<file path="src/rtl/branch_resolve_unit.sv">
// Branch resolve unit: drives the predictor table read port at fetch time,
// keeps in-flight branch predictions in an in-order queue, checks each one
// against the outcome resolved in EX, flushes and redirects on a mispredict,
// and issues the table write one cycle after each resolve.
// The table's counter next-state is read from the entry at the read address,
// so the read port is pointed at the write index during the write cycle.
// Optional feature: define BRU_STATS_EN to add saturating branch and
// mispredict counters (o_br_count, o_mispred_count).
module branch_resolve_unit #(
    parameter int DEPTH = 4,
    parameter int IDX_W = 5
) (
    input  logic             Clk,
    input  logic             Reset,
    input  logic             i_fetch_valid,
    input  logic             i_fetch_branch,
    input  logic [29:0]      i_fetch_pc,
    input  logic [30:0]      i_pred_data,
    output logic [IDX_W-1:0] o_rd_addr,
    output logic [29:0]      o_pred_next_pc,
    output logic             o_fetch_stall,
    input  logic             i_res_valid,
    input  logic             i_res_taken,
    input  logic [29:0]      i_res_target,
    output logic             o_res_ready,
    output logic             o_flush,
    output logic [29:0]      o_redirect_pc,
    output logic             o_we,
    output logic [IDX_W-1:0] o_wr_addr,
    output logic [29:0]      o_wr_data,
`ifdef BRU_STATS_EN
    output logic [15:0]      o_br_count,
    output logic [15:0]      o_mispred_count,
`endif
    output logic             o_next
);

    // state  | meaning
    // IDLE   | predicting, pushing, accepting resolves
    // UPDATE | table write cycle; fetch stalled, no push, no resolve

    localparam int PW = $clog2(DEPTH);
    localparam logic [PW:0] CNT_FULL = (PW+1)'(DEPTH);

    typedef enum logic {IDLE = 1'b0, UPDATE = 1'b1} state_t;

    state_t           state_q;
    logic [PW-1:0]    head_q, head_d;
    logic [PW-1:0]    tail_q, tail_d;
    logic [PW:0]      count_q, count_d;
    logic [29:0]      q_pc_q  [DEPTH];
    logic [29:0]      q_tgt_q [DEPTH];
    logic             q_tkn_q [DEPTH];

    logic             we_q;
    logic             flush_q;
    logic [29:0]      redirect_q;
    logic [IDX_W-1:0] upd_addr_q;
    logic [29:0]      upd_data_q;
    logic             upd_next_q;

    logic [29:0]      head_pc, head_tgt;
    logic             head_tkn;
    logic             full, empty, push, accept, mispredict, squash;

    assign head_pc  = q_pc_q[head_q];
    assign head_tgt = q_tgt_q[head_q];
    assign head_tkn = q_tkn_q[head_q];

    assign full  = (count_q == CNT_FULL);
    assign empty = (count_q == '0);

    assign o_fetch_stall = (state_q == UPDATE) | (full & i_fetch_valid & i_fetch_branch);
    assign o_res_ready   = (state_q == IDLE) & ~empty;

    assign push       = i_fetch_valid & i_fetch_branch & ~o_fetch_stall;
    assign accept     = i_res_valid & o_res_ready;
    // Direction mismatch, or both taken but to different targets.
    assign mispredict = (head_tkn != i_res_taken) |
                        (head_tkn & i_res_taken & (head_tgt != i_res_target));
    assign squash     = accept & mispredict;

    assign o_rd_addr      = (state_q == UPDATE) ? upd_addr_q : i_fetch_pc[IDX_W-1:0];
    assign o_pred_next_pc = i_pred_data[0] ? i_pred_data[30:1] : i_fetch_pc + 30'd1;

    assign o_we          = we_q;
    assign o_flush       = flush_q;
    assign o_redirect_pc = redirect_q;
    assign o_wr_addr     = upd_addr_q;
    assign o_wr_data     = upd_data_q;
    assign o_next        = upd_next_q;

    // Queue pointer/occupancy next-state; a mispredict discards everything, including a same-cycle push.
    always_comb begin
        head_d  = head_q;
        tail_d  = tail_q;
        count_d = count_q;
        if (squash) begin
            head_d  = '0;
            tail_d  = '0;
            count_d = '0;
        end else begin
            if (accept) head_d = head_q + 1'b1;
            if (push)   tail_d = tail_q + 1'b1;
            count_d = count_q + (PW+1)'(push) - (PW+1)'(accept);
        end
    end

    // Queue pointers and occupancy.
    always_ff @(posedge Clk or negedge Reset) begin
        if (!Reset) begin
            head_q  <= '0;
            tail_q  <= '0;
            count_q <= '0;
        end else begin
            head_q  <= head_d;
            tail_q  <= tail_d;
            count_q <= count_d;
        end
    end

    // Queue storage; contents are don't-care while the slot is unoccupied.
    always_ff @(posedge Clk) begin
        if (push && !squash) begin
            q_pc_q[tail_q]  <= i_fetch_pc;
            q_tgt_q[tail_q] <= i_pred_data[30:1];
            q_tkn_q[tail_q] <= i_pred_data[0];
        end
    end

    // Resolve FSM with registered flush/redirect and table-write outputs.
    always_ff @(posedge Clk or negedge Reset) begin
        if (!Reset) begin
            state_q    <= IDLE;
            we_q       <= 1'b0;
            flush_q    <= 1'b0;
            redirect_q <= '0;
            upd_addr_q <= '0;
            upd_data_q <= '0;
            upd_next_q <= 1'b0;
        end else begin
            we_q    <= 1'b0;
            flush_q <= 1'b0;
            case (state_q)
                IDLE: begin
                    if (accept) begin
                        state_q    <= UPDATE;
                        we_q       <= 1'b1;
                        upd_addr_q <= head_pc[IDX_W-1:0];
                        upd_next_q <= i_res_taken;
                        upd_data_q <= i_res_taken ? i_res_target : head_tgt;
                        if (mispredict) begin
                            flush_q    <= 1'b1;
                            redirect_q <= i_res_taken ? i_res_target : head_pc + 30'd1;
                        end
                    end
                end
                UPDATE: begin
                    state_q <= IDLE;
                end
                default: begin
                    state_q <= IDLE;
                end
            endcase
        end
    end

`ifdef BRU_STATS_EN
    logic [15:0] br_count_q, mispred_count_q;

    assign o_br_count      = br_count_q;
    assign o_mispred_count = mispred_count_q;

    // Saturating resolve and mispredict counters.
    always_ff @(posedge Clk or negedge Reset) begin
        if (!Reset) begin
            br_count_q      <= '0;
            mispred_count_q <= '0;
        end else begin
            if (accept && br_count_q != 16'hFFFF)
                br_count_q <= br_count_q + 16'd1;
            if (squash && mispred_count_q != 16'hFFFF)
                mispred_count_q <= mispred_count_q + 16'd1;
        end
    end
`endif

endmodule

</file>
<file path="config.mk">
export PLATFORM = sky130hd
export DESIGN_NAME = branch_resolve_unit
export DESIGN_NICKNAME = d
export VERILOG_FILES = /design/src/rtl/branch_resolve_unit.sv
export SDC_FILE = /design/constraint.sdc
export NUM_CORES = 1
export LEC_CHECK = 0
export ABC_AREA = 1
export CORE_UTILIZATION = 42
export DETAILED_ROUTE_END_ITERATION = 16
export MAX_ROUTING_LAYER = met4
export PLACE_DENSITY = 0.69
export SYNTH_ARGS = -nofsm -noshare
export SYNTH_HDL_FRONTEND = slang
export SYNTH_SLANG_ARGS = --single-unit
</file>
<file path="constraint.sdc">
create_clock -name Clk -period 3.9 [get_ports Clk]
set_input_delay 0.39 -clock Clk [delete_from_list [all_inputs] [get_ports Clk]]
set_output_delay 0.39 -clock Clk [all_outputs]
set_load 0.02 [all_outputs]
</file>
==> run metrics <==
DR WL/cell 20.5 µm; weighted congestion at the end of routability-driven global placement between 0.9 and 1; FF+latch count, synth between 300 and 400; TritonCTS buffer count 34; average via count per standard cell 5.33; area inside the core boundary 36500 µm²; leading cell types by total area after synthesis sky130_fd_sc_hd__edfxtp_1, sky130_fd_sc_hd__nand2_1, sky130_fd_sc_hd__dfrtp_1, sky130_fd_sc_hd__nand3_1, sky130_fd_sc_hd__inv_1; Layout area overhead 23.5%; proportion of register bits with asynchronous set or reset after synthesis between 20% and 30%; total number of clock tree sinks 319; library cell occupying the most area in the post-synthesis netlist sky130_fd_sc_hd__edfxtp_1; post-route total power around 13 mW; starting density of the core between 40 and 50%; number of nets still failing antenna checks after routing 0; maximum ir drop on the vdd rail approximately 0.53 mV; clock-pin transition on the worst setup and hold timing paths roughly 0.060 ns; switching power as a share of total power 40.0%; number of DRC violations after detailed routing 0; wire length of the first global-routing pass 72500 µm; Synthesized Nets ~1800; Cell Int Power roughly 8.1 mW; portion of total power attributed to the clock network approximately a quarter; final cycle utilization of the critical path just over 90%; CP required between 3 and 4 ns; top achievable clock speed roughly 270 MHz; count of yosys warnings during synthesis 0; non-filler instance count after layout 2385; mean area per synthesized cell around 9 µm²; Critical Path AT approximately 3.3 ns; number of placed instances with taps included ~2300; CTS hold repair buffers 0; worst-case clock buffer depth 3; leakage power total 7.89 nW; path type of the worst min-delay path in -> async; category of the worst setup path capture point output pin; post-CTS setup buffer count 0; largest net degree at the start of global routing about 120; chip height between 150 and 200 µm; EDFF count, synth approximately 240; CP startpoint kind input pin; final number of setup-violating endpoints 0; Total Wirelength a little under 50000 µm; H-tree depth reported by CTS 2; reported net switching power approximately 5.4 mW; Post-Route Skew 0.0254 ns; global route total overflow 0; site row count 70; post-route setup slack ~0.26 ns; # resized after CTS 0; measured slew at the worst slew-check pin around 1.0 ns; combinational group share of total power between 40% and 50%; portion of total power attributed to sequential cells about 34%; share of the core filled with cells in the final layout a little over half; Setup TNS 0 ns; number of pins with negative max-slew slack in the final report 0; number of global-route vias before repair between 10000 and 15000; Hold Fails Final Rpt 0; post-synth top area share between 40% and 50%; clock period minus worst slack roughly 3.6 ns; fraction of the yosys area taken by sequential cells roughly 59%; Post-Place Setup Slack approximately 0.073 ns; x dimension of the die around 200 µm; number of nets in the finished design around 2000; Die ar. 37700 µm²; number of antenna violations at the first check in global routing 4; Pre-antenna DRT Iters 5; RSZ-0062 raised after global routing false; GRT Util Overall 26.5%; Cell Pwr Density between 700 and 800 nW/µm²; critical-path maximum fanout 8; Worst-Skew Late Latency ~0.52 ns; most frequent cells in the layout sky130_fd_sc_hd__nand2_1, sky130_fd_sc_hd__edfxtp_1, sky130_fd_sc_hd__clkdlybuf4s50_1, sky130_fd_sc_hd__nand3_1, sky130_fd_sc_hd__inv_1; path type of the worst setup path in -> out; post-synthesis instance total 1683; Root Buffer sky130_fd_sc_hd__clkbuf_16; most used flip-flop cell after synthesis sky130_fd_sc_hd__edfxtp_1; fraction of layout cells with a size suffix above 1 7.37%; netlist area before placement between 15000 and 20000 µm²; run status finished, final reports clean; count of max-cap constraint violations 0; CTS tree built; Netlist cell types approximately 40; count of boundary I/O pins 202; relative slew slack between 30% and 40%; leading cell type in the layout, fill and taps excluded sky130_fd_sc_hd__nand2_1; port buffer count between 200 and 250; DRC violation total after the first TritonRoute iteration around 1100; total number of vias ~13000; placed wire-length estimate after detailed placement around 35000 µm
synth_stat cells (5+ instances only):
library cell,n
sky130_fd_sc_hd__nand2_2,8
sky130_fd_sc_hd__ha_1,9
sky130_fd_sc_hd__nor2_2,17
sky130_fd_sc_hd__nand3_1,176
sky130_fd_sc_hd__xor2_1,20
sky130_fd_sc_hd__dfrtp_1,75
sky130_fd_sc_hd__a21oi_1,26
sky130_fd_sc_hd__nor2_1,96
sky130_fd_sc_hd__buf_2,21
sky130_fd_sc_hd__buf_4,11
sky130_fd_sc_hd__buf_6,13
sky130_fd_sc_hd__nand3b_1,12
sky130_fd_sc_hd__nand4_1,15
sky130_fd_sc_hd__xnor2_1,7
sky130_fd_sc_hd__clkbuf_1,20
sky130_fd_sc_hd__o21ai_0,60
sky130_fd_sc_hd__inv_1,97
sky130_fd_sc_hd__a21boi_1,6
sky130_fd_sc_hd__o21ai_1,16
sky130_fd_sc_hd__edfxtp_1,244
sky130_fd_sc_hd__inv_2,7
sky130_fd_sc_hd__nor3_1,11
sky130_fd_sc_hd__a2bb2oi_1,14
sky130_fd_sc_hd__o221ai_1,8
sky130_fd_sc_hd__nor2_4,5
sky130_fd_sc_hd__nand2_1,658
critical path, stage by stage:
cell	delay [ns]
sky130_fd_sc_hd__clkdlybuf4s50_1	0.51
sky130_fd_sc_hd__buf_4	0.18
sky130_fd_sc_hd__nand3_1	0.15
sky130_fd_sc_hd__nor2_2	0.15
sky130_fd_sc_hd__nand2_1	0.11
sky130_fd_sc_hd__nor2_2	0.17
sky130_fd_sc_hd__nand2_1	0.09
sky130_fd_sc_hd__nor2_1	0.10
sky130_fd_sc_hd__nand2_1	0.10
sky130_fd_sc_hd__nor2_2	0.15
sky130_fd_sc_hd__nand2_1	0.16
sky130_fd_sc_hd__inv_1	0.11
sky130_fd_sc_hd__a21oi_1	0.06
sky130_fd_sc_hd__nand3b_1	0.16
sky130_fd_sc_hd__nand2_1	0.07
sky130_fd_sc_hd__clkdlybuf4s50_1	0.60
metrics by stage:
stage	cell area (µm²)	hold WS, ns
floorplan	15500	0.0944
global placement	18000	0.469
detailed placement	18000	0.470
CTS	19100	0.0953
global route	19200	0.129
finish	19200	0.0460
state kept, by name (all words and copies together) (netlist names):
name / cells
q_tkn_q: 4
count_q: 3
state_q: 1
tail_q: 2
o_wr_data: 30
q_pc_q: 120
q_tgt_q: 120
o_wr_addr: 5
head_q: 2
o_flush: 1
o_next: 1
o_redirect_pc: 30
final timing paths:
| check | start | to | slack (ns) | cells after the start |
|---|---|---|---|---|
| max | i_fetch_pc[0] | o_pred_next_pc[27] | 0.26 | 16 |
| min | Reset | o_wr_data[12]$_DFFE_PN0P_ | 0.05 | 1 |
| max reg2reg | head_q[1]$_DFFE_PN0P_ | o_redirect_pc[25]$_DFFE_PN0P_ | 0.63 | 18 |
| min reg2reg | o_redirect_pc[26]$_DFFE_PN0P_ | o_redirect_pc[26]$_DFFE_PN0P_ | 0.48 | 2 |
| max in group asynchronous | Reset | head_q[0]$_DFFE_PN0P_ | 3.06 | 1 |
| min in group Clk | i_res_taken | o_redirect_pc[5]$_DFFE_PN0P_ | 0.44 | 4 |
logic make-up after synthesis:
logic type	after synthesis	synth area share, %
flops	319	59.3
mux	2	0.129
buf+inv	180	5.69
simple gates	1002	27.1
fa+ha+maj	10	0.855
compound gates	143	5.42
xor+xnor	27	1.52
cell type report:
cell class / count / area (µm²)
Clock inverter: 17 / 166
Tap cell: 468 / 586
Timing Repair Buffer: 241 / 2380
Sequential cell: 319 / 9210
Fill cell: 3234 / 17400
Inverter: 109 / 417
Antenna cell: 3 / 7.51
Clock buffer: 44 / 940
Multi-Input combinational cell: 1184 / 5470
power by group through the flow:
stage | registers (mW) | logic, mW | clock network (mW)
6_report | 4.60 | 5.67 | 3.20
3_3_place_gp | 4.65 | 5.56 | 0
5_1_grt | 4.65 | 6.22 | 3.38
3_5_place_dp | 4.66 | 5.66 | 0
4_1_cts | 4.60 | 5.67 | 3.25
2_1_floorplan | 4.93 | 3.29 | 0
routing by layer:
metal / GRT usage [%] / part of all wire, % / vias up
li1: - / - / 6028
met1: 35.0 / 41 / 5999
met2: 40.4 / 46 / 596
met3: 4.68 / 8.6 / 92
met4: 11.3 / 4.1 / 0
met5: - / 0 / -
Note: power is estimated with default switching activity, not from simulation.
